==> config.mk <==
export PLATFORM = sky130hd
export DESIGN_NAME = rx_cgs_align
export DESIGN_NICKNAME = d
export VERILOG_FILES = /design/src/rtl/jesd_rx_pkg.sv /design/src/rtl/rx_comma_detect.sv /design/src/rtl/rx_cgs_align.sv
export SDC_FILE = /design/constraint.sdc
export NUM_CORES = 1
export LEC_CHECK = 0
export ABC_AREA = 1
export ABC_CLOCK_PERIOD_IN_PS = 6400
export CORE_UTILIZATION = 45
export DETAILED_ROUTE_END_ITERATION = 10
export GPL_ROUTABILITY_DRIVEN = 1
export PLACE_DENSITY = 0.67
export SYNTH_ARGS = -nofsm -noshare
export SYNTH_HDL_FRONTEND = slang
export SYNTH_SLANG_ARGS = --single-unit
==> constraint.sdc <==
create_clock -name clk -period 6.4 [get_ports clk]
set_input_delay 1.6 -clock clk [delete_from_list [all_inputs] [get_ports clk]]
set_output_delay 1.6 -clock clk [all_outputs]
set_load 0.005 [all_outputs]
==> src/rtl/jesd_rx_pkg.sv <==
// Shared definitions for the JESD204B receive-side code-group synchronisation.
package jesd_rx_pkg;

  localparam logic [9:0] K28_5_RDN = 10'b0011111010;
  localparam logic [9:0] K28_5_RDP = 10'b1100000101;

  typedef enum logic [1:0] {
    CS_INIT  = 2'd0,
    CS_CHECK = 2'd1,
    CS_DATA  = 2'd2
  } cs_state_t;

  // A K28.5 in either running disparity.
  function automatic logic is_k28_5(input logic [9:0] sym);
    return (sym == K28_5_RDN) || (sym == K28_5_RDP);
  endfunction

  // Coarse code-group validity: every legal 10-bit code carries 4, 5 or 6 ones.
  function automatic logic sym_is_valid(input logic [9:0] sym);
    logic [3:0] ones;
    ones = '0;
    for (int i = 0; i < 10; i++) ones = ones + 4'(sym[i]);
    return (ones >= 4'd4) && (ones <= 4'd6);
  endfunction

endpackage

==> src/rtl/rx_comma_detect.sv <==
// Combinational comma search over all ten bit offsets of a two-word window.
module rx_comma_detect
  import jesd_rx_pkg::*;
(
  input  logic [19:0] win,
  output logic [9:0]  match,
  output logic [3:0]  first_ofs,
  output logic        hit
);

  // Per-offset K28.5 compare; offset k starts k bits after the oldest bit.
  always_comb begin
    match = '0;
    for (int k = 0; k < 10; k++) match[k] = is_k28_5(win[19-k -: 10]);
  end

  // Lowest matching offset wins so the lock is deterministic.
  always_comb begin
    first_ofs = '0;
    hit       = |match;
    for (int k = 9; k >= 0; k--) begin
      if (match[k]) first_ofs = 4'(k);
    end
  end

endmodule

==> src/rtl/rx_cgs_align.sv <==
// Receive comma alignment and CGS state machine driving SYNC~ back to the transmitter.
//
//  state    | meaning
//  ---------+---------------------------------------------------------------
//  CS_INIT  | searching all offsets for K28.5, SYNC~ low
//  CS_CHECK | offset frozen, counting consecutive aligned K28.5, SYNC~ low
//  CS_DATA  | aligned, SYNC~ high, counting consecutive invalid symbols
module rx_cgs_align
  import jesd_rx_pkg::*;
#(
  parameter int K_REQUIRED = 4,
  parameter int ERR_LIMIT  = 3
) (
  input  logic       clk,
  input  logic       rst,
  input  logic [9:0] i_raw,
  input  logic       i_raw_vld,
  input  logic       i_resync,
  output logic [9:0] o_data,
  output logic       o_vld,
  output logic       o_sync_n,
  output logic [1:0] o_state,
  output logic [3:0] o_align_ofs,
  output logic       o_k
);

  localparam logic [3:0] K_REQ_W   = 4'(K_REQUIRED);
  localparam logic [2:0] ERR_LIM_W = 3'(ERR_LIMIT);

  cs_state_t  state;
  logic [9:0] prev;
  logic [3:0] k_cnt;
  logic [2:0] err_cnt;

  logic [19:0] win;
  logic [9:0]  match_vec;
  logic [3:0]  first_ofs;
  logic        hit;
  logic [3:0]  use_ofs;
  logic [9:0]  sym;
  logic        sym_k;
  logic        sym_valid;
  logic [3:0]  k_inc;
  logic [2:0]  err_inc;

  assign win     = {prev, i_raw};
  assign o_state = state;

  rx_comma_detect u_comma_detect (
    .win       (win),
    .match     (match_vec),
    .first_ofs (first_ofs),
    .hit       (hit)
  );

  // Symbol at the offset in force after this edge: a fresh lock in CS_INIT takes effect at once.
  always_comb begin
    use_ofs = (state == CS_INIT && hit && !i_resync) ? first_ofs : o_align_ofs;
    sym     = '0;
    for (int k = 0; k < 10; k++) begin
      if (use_ofs == 4'(k)) sym = win[19-k -: 10];
    end
    sym_k     = is_k28_5(sym);
    sym_valid = sym_is_valid(sym);
    k_inc     = (k_cnt == 4'hF) ? k_cnt : k_cnt + 4'd1;
    err_inc   = (err_cnt == 3'h7) ? err_cnt : err_cnt + 3'd1;
  end

  // CGS state machine with registered data path and SYNC~.
  always_ff @(posedge clk or posedge rst) begin
    if (rst) begin
      state       <= CS_INIT;
      prev        <= '0;
      k_cnt       <= '0;
      err_cnt     <= '0;
      o_data      <= '0;
      o_vld       <= 1'b0;
      o_sync_n    <= 1'b0;
      o_align_ofs <= '0;
      o_k         <= 1'b0;
    end else begin
      o_vld <= 1'b0;
      if (i_raw_vld) begin
        prev   <= i_raw;
        o_data <= sym;
        o_k    <= sym_k;
      end
      if (i_resync) begin
        state    <= CS_INIT;
        k_cnt    <= '0;
        err_cnt  <= '0;
        o_sync_n <= 1'b0;
      end else if (i_raw_vld) begin
        case (state)
          CS_INIT: begin
            if (hit) begin
              o_align_ofs <= first_ofs;
              k_cnt       <= 4'd1;
              o_vld       <= 1'b1;
              if (K_REQ_W <= 4'd1) begin
                state    <= CS_DATA;
                err_cnt  <= '0;
                o_sync_n <= 1'b1;
              end else begin
                state <= CS_CHECK;
              end
            end
          end
          CS_CHECK: begin
            if (sym_k) begin
              k_cnt <= k_inc;
              o_vld <= 1'b1;
              if (k_inc >= K_REQ_W) begin
                state    <= CS_DATA;
                err_cnt  <= '0;
                o_sync_n <= 1'b1;
              end
            end else begin
              state <= CS_INIT;
              k_cnt <= '0;
            end
          end
          CS_DATA: begin
            if (!sym_valid) begin
              err_cnt <= err_inc;
              if (err_inc >= ERR_LIM_W) begin
                state    <= CS_INIT;
                k_cnt    <= '0;
                err_cnt  <= '0;
                o_sync_n <= 1'b0;
              end else begin
                o_vld <= 1'b1;
              end
            end else begin
              err_cnt <= '0;
              o_vld   <= 1'b1;
            end
          end
          default: begin
            state    <= CS_INIT;
            o_sync_n <= 1'b0;
          end
        endcase
      end
    end
  end

endmodule

==> run summary <==
CP max stage cell -> fa_1
core area -> 0.00781 mm2
Detailed Routing Iterations Pass 1 -> 5
CTS root buf -> clkbuf_8
Via density -> 5.36
antenna violations before repair -> 0
# rows -> 32
drc violations -> 0
Total GRT Usage -> 31.2%
switching portion of total power -> 42.7%
max-cap violation count -> 0
setup ws final -> -0.675 ns
Final Cycle Share -> 111%
Cells after DPL -> 824
net load switching power -> 0.545 mW
Leak Pwr -> 2.69 nW
CP max stage delay -> 0.58 ns
register area share after synthesis -> 24.4%
# H-tree levels -> 2
grt total ovfl -> 0
clock network power share -> 16.8%
number of flops mapped to enable cells by yosys -> 0
top post-synthesis cells by area -> dfrtp_1, nand2_1, nor2_1, inv_1, nand3_1
register share of total power -> 22.7%
filler cell count -> 677
die area -> 0.00856 mm2
fin crit period -> 7.08 ns
max_slew headroom -> 35.5%
io pins -> 33
Final #Nets -> 780
largest net degree at the start of global routing -> 37
footprint of the multi-input gates -> 0.00282 mm2
Die Ht -> 92.5 um
pwr dens -> 229 mW/mm2
n_diodes -> 0
WL/cell -> 15.6 um
Critical Path AT -> 7.26 ns
FF+latch count, synth -> 36
status -> finished, violations left
Routed Antenna Nets -> 0
Int Pwr -> 0.732 mW
post-synth top area share -> 24.4%
P&R area growth vs syn -> 51.0%
syn nets -> 641
crit path kind -> in2reg
Post-Syn Instances -> 611
setup violators final -> 10
vias in the first global route -> 4491
CTS tree -> built
Req. time, crit path -> 6.58 ns
Min Hold Slack -> 0.477 ns
FFs w/ async S/R, synth -> 100%
IR drop worst, VDD -> 218 uV
initial core utilization -> 47.2%
Slew Viols, Final -> 0
Distinct cells, synth -> 39
Max Clock Skew -> 0.0119 ns
# hold bufs at CTS -> 0
Yosys Warn Count -> 0
final hold vios -> 0
Syn Std Cell Area -> 0.00369 mm2
Slew @ Worst Pin -> 0.964 ns
I/O Buffers -> 32
clock sinks -> 36
Yosys top cell by area -> dfrtp_1
crit start category -> primary input
FF/Latch Area -> 901 um2
fmax -> 141 MHz
Cell Count, Final, Fillers Out -> 853
most frequent cells in the layout -> nand2_1, buf_4, nor2_1
Die Wd -> 92.5 um
CP endpoint kind -> register
Detailed Route WL -> 13300 um
post-synthesis average cell area -> 6.04 um2
first-pass GRT wire length -> 21000 um
fraction of layout cells with a size suffix above 1 -> 35.6%
number of buffers created by CTS -> 5
global placement routability congestion -> 0.960
Vias -> 4570
HPWL Detailed -> 9580 um
clk buf depth -> 2
failing checks -> setup timing
most common cell after layout, fill and taps aside -> nand2_1
Clk Latency, worst-skew pair -> 0.30 ns
Clock transition at path regs -> 0.08 ns
DR iter-0 viols -> 390
Combinational Power Share -> 60.6%
Worst Hold Class -> reg2reg
unrepaired setup endpoints after global routing -> yes
critical path fanouts, max -> 6
most used flip-flop cell after synthesis -> dfrtp_1
-- cell usage after synthesis (4+ instances only) --
cell      count
a21oi_1      12
buf_2         8
buf_6         4
clkbuf_1      6
dfrtp_1      36
fa_1          6
ha_1         10
inv_1        70
inv_2        11
nand2_1     157
nand2_2       9
nand3_1      51
nand3_2       4
nand3b_1      4
nand4_1      23
nor2_1      123
nor2_2       10
nor3_1        5
o21ai_0      33
o22ai_1       4
-- layer usage --
metal,global-route usage [%],wire [um],up-vias
met5,0,0,-
met4,12.9,404,0
met3,6.32,905,50
met2,51.5,6290,166
met1,39.7,5690,2129
li1,-,-,2225
-- path summary, 6_finish.rpt --
| path | start | to | slack, ns | cells after the start |
|---|---|---|---|---|
| worst max-delay path | i_resync | k_cnt[3] | -0.68 | 32 |
| worst min-delay path | o_sync_n | o_sync_n | 0.48 | 2 |
| worst max register to register | prev[2] | k_cnt[3] | -0.03 | 37 |
| worst min register to register | o_sync_n | o_sync_n | 0.48 | 2 |
| max in group asynchronous | rst | prev[4] | 4.33 | 3 |
| min in group asynchronous | rst | o_data[2] | 1.70 | 3 |
-- power by group through the flow --
stage	logic, mW	registers (mW)	clock network (mW)
2_1_floorplan	0.437	0.281	0
3_3_place_gp	0.633	0.291	0
3_5_place_dp	0.653	0.291	0
4_1_cts	0.722	0.287	0.215
5_1_grt	0.849	0.293	0.221
6_report	0.773	0.289	0.214
-- registers in the layout, summed over array words and instances (netlist names) --
register and flops:
o_k 1, err_cnt 3, o_vld 1, o_state 2, o_data 10, o_align_ofs 4, o_sync_n 1, prev 10
k_cnt 4
-- critical path: cells and delay by family --
kind	cells	cell delay, ns
AND/OR/NAND/NOR	9	1.00
adder cells (fa/ha/maj)	5	2.02
AO/OA/AOI/OAI	8	1.10
buffers and inverters	10	1.54
-- logic make-up after synthesis --
group,after synthesis,share of synthesized area [%]
DFF,36,24.4
and+or+nand+nor,394,47.4
buffers and inverters,102,11.8
muxes,1,0.271
xor gates and xnor gates,1,0.237
adders and majority gates,16,6.65
AOI/OAI and AO/OA,61,9.26
-- layout make-up --
class,count,area share [%]
Clock buffer,6,1.30
Clock inverter,2,0.629
Inverter,81,6.09
Multi-Input combinational cell,473,50.6
Sequential cell,36,16.2
Tap cell,102,2.29
Timing Repair Buffer,153,22.9
-- timing repair --
item                                    CTS  global route
cloned                                    0             0
buffers inserted                         18             5
pin swaps                                53            55
endpoints found under the setup margin   10            10
gates resized for setup                 118            68
-- through the flow --
stage	worst slack (ns)	utilization (%)	area, um2	power [mW]	setup TNS (ns)
floorplan	-0.672	-	3760	0.718	-4.27
global route	-0.993	71.3	5570	1.36	-8.19
finish	-0.675	71.3	5570	1.28	-5.22
detailed placement	-1.82	61.5	4800	0.944	-16.14
global placement	-1.76	61.5	4800	0.923	-15.54
CTS	-0.764	67.7	5280	1.22	-5.76
Power figures use the tool's default switching activity.
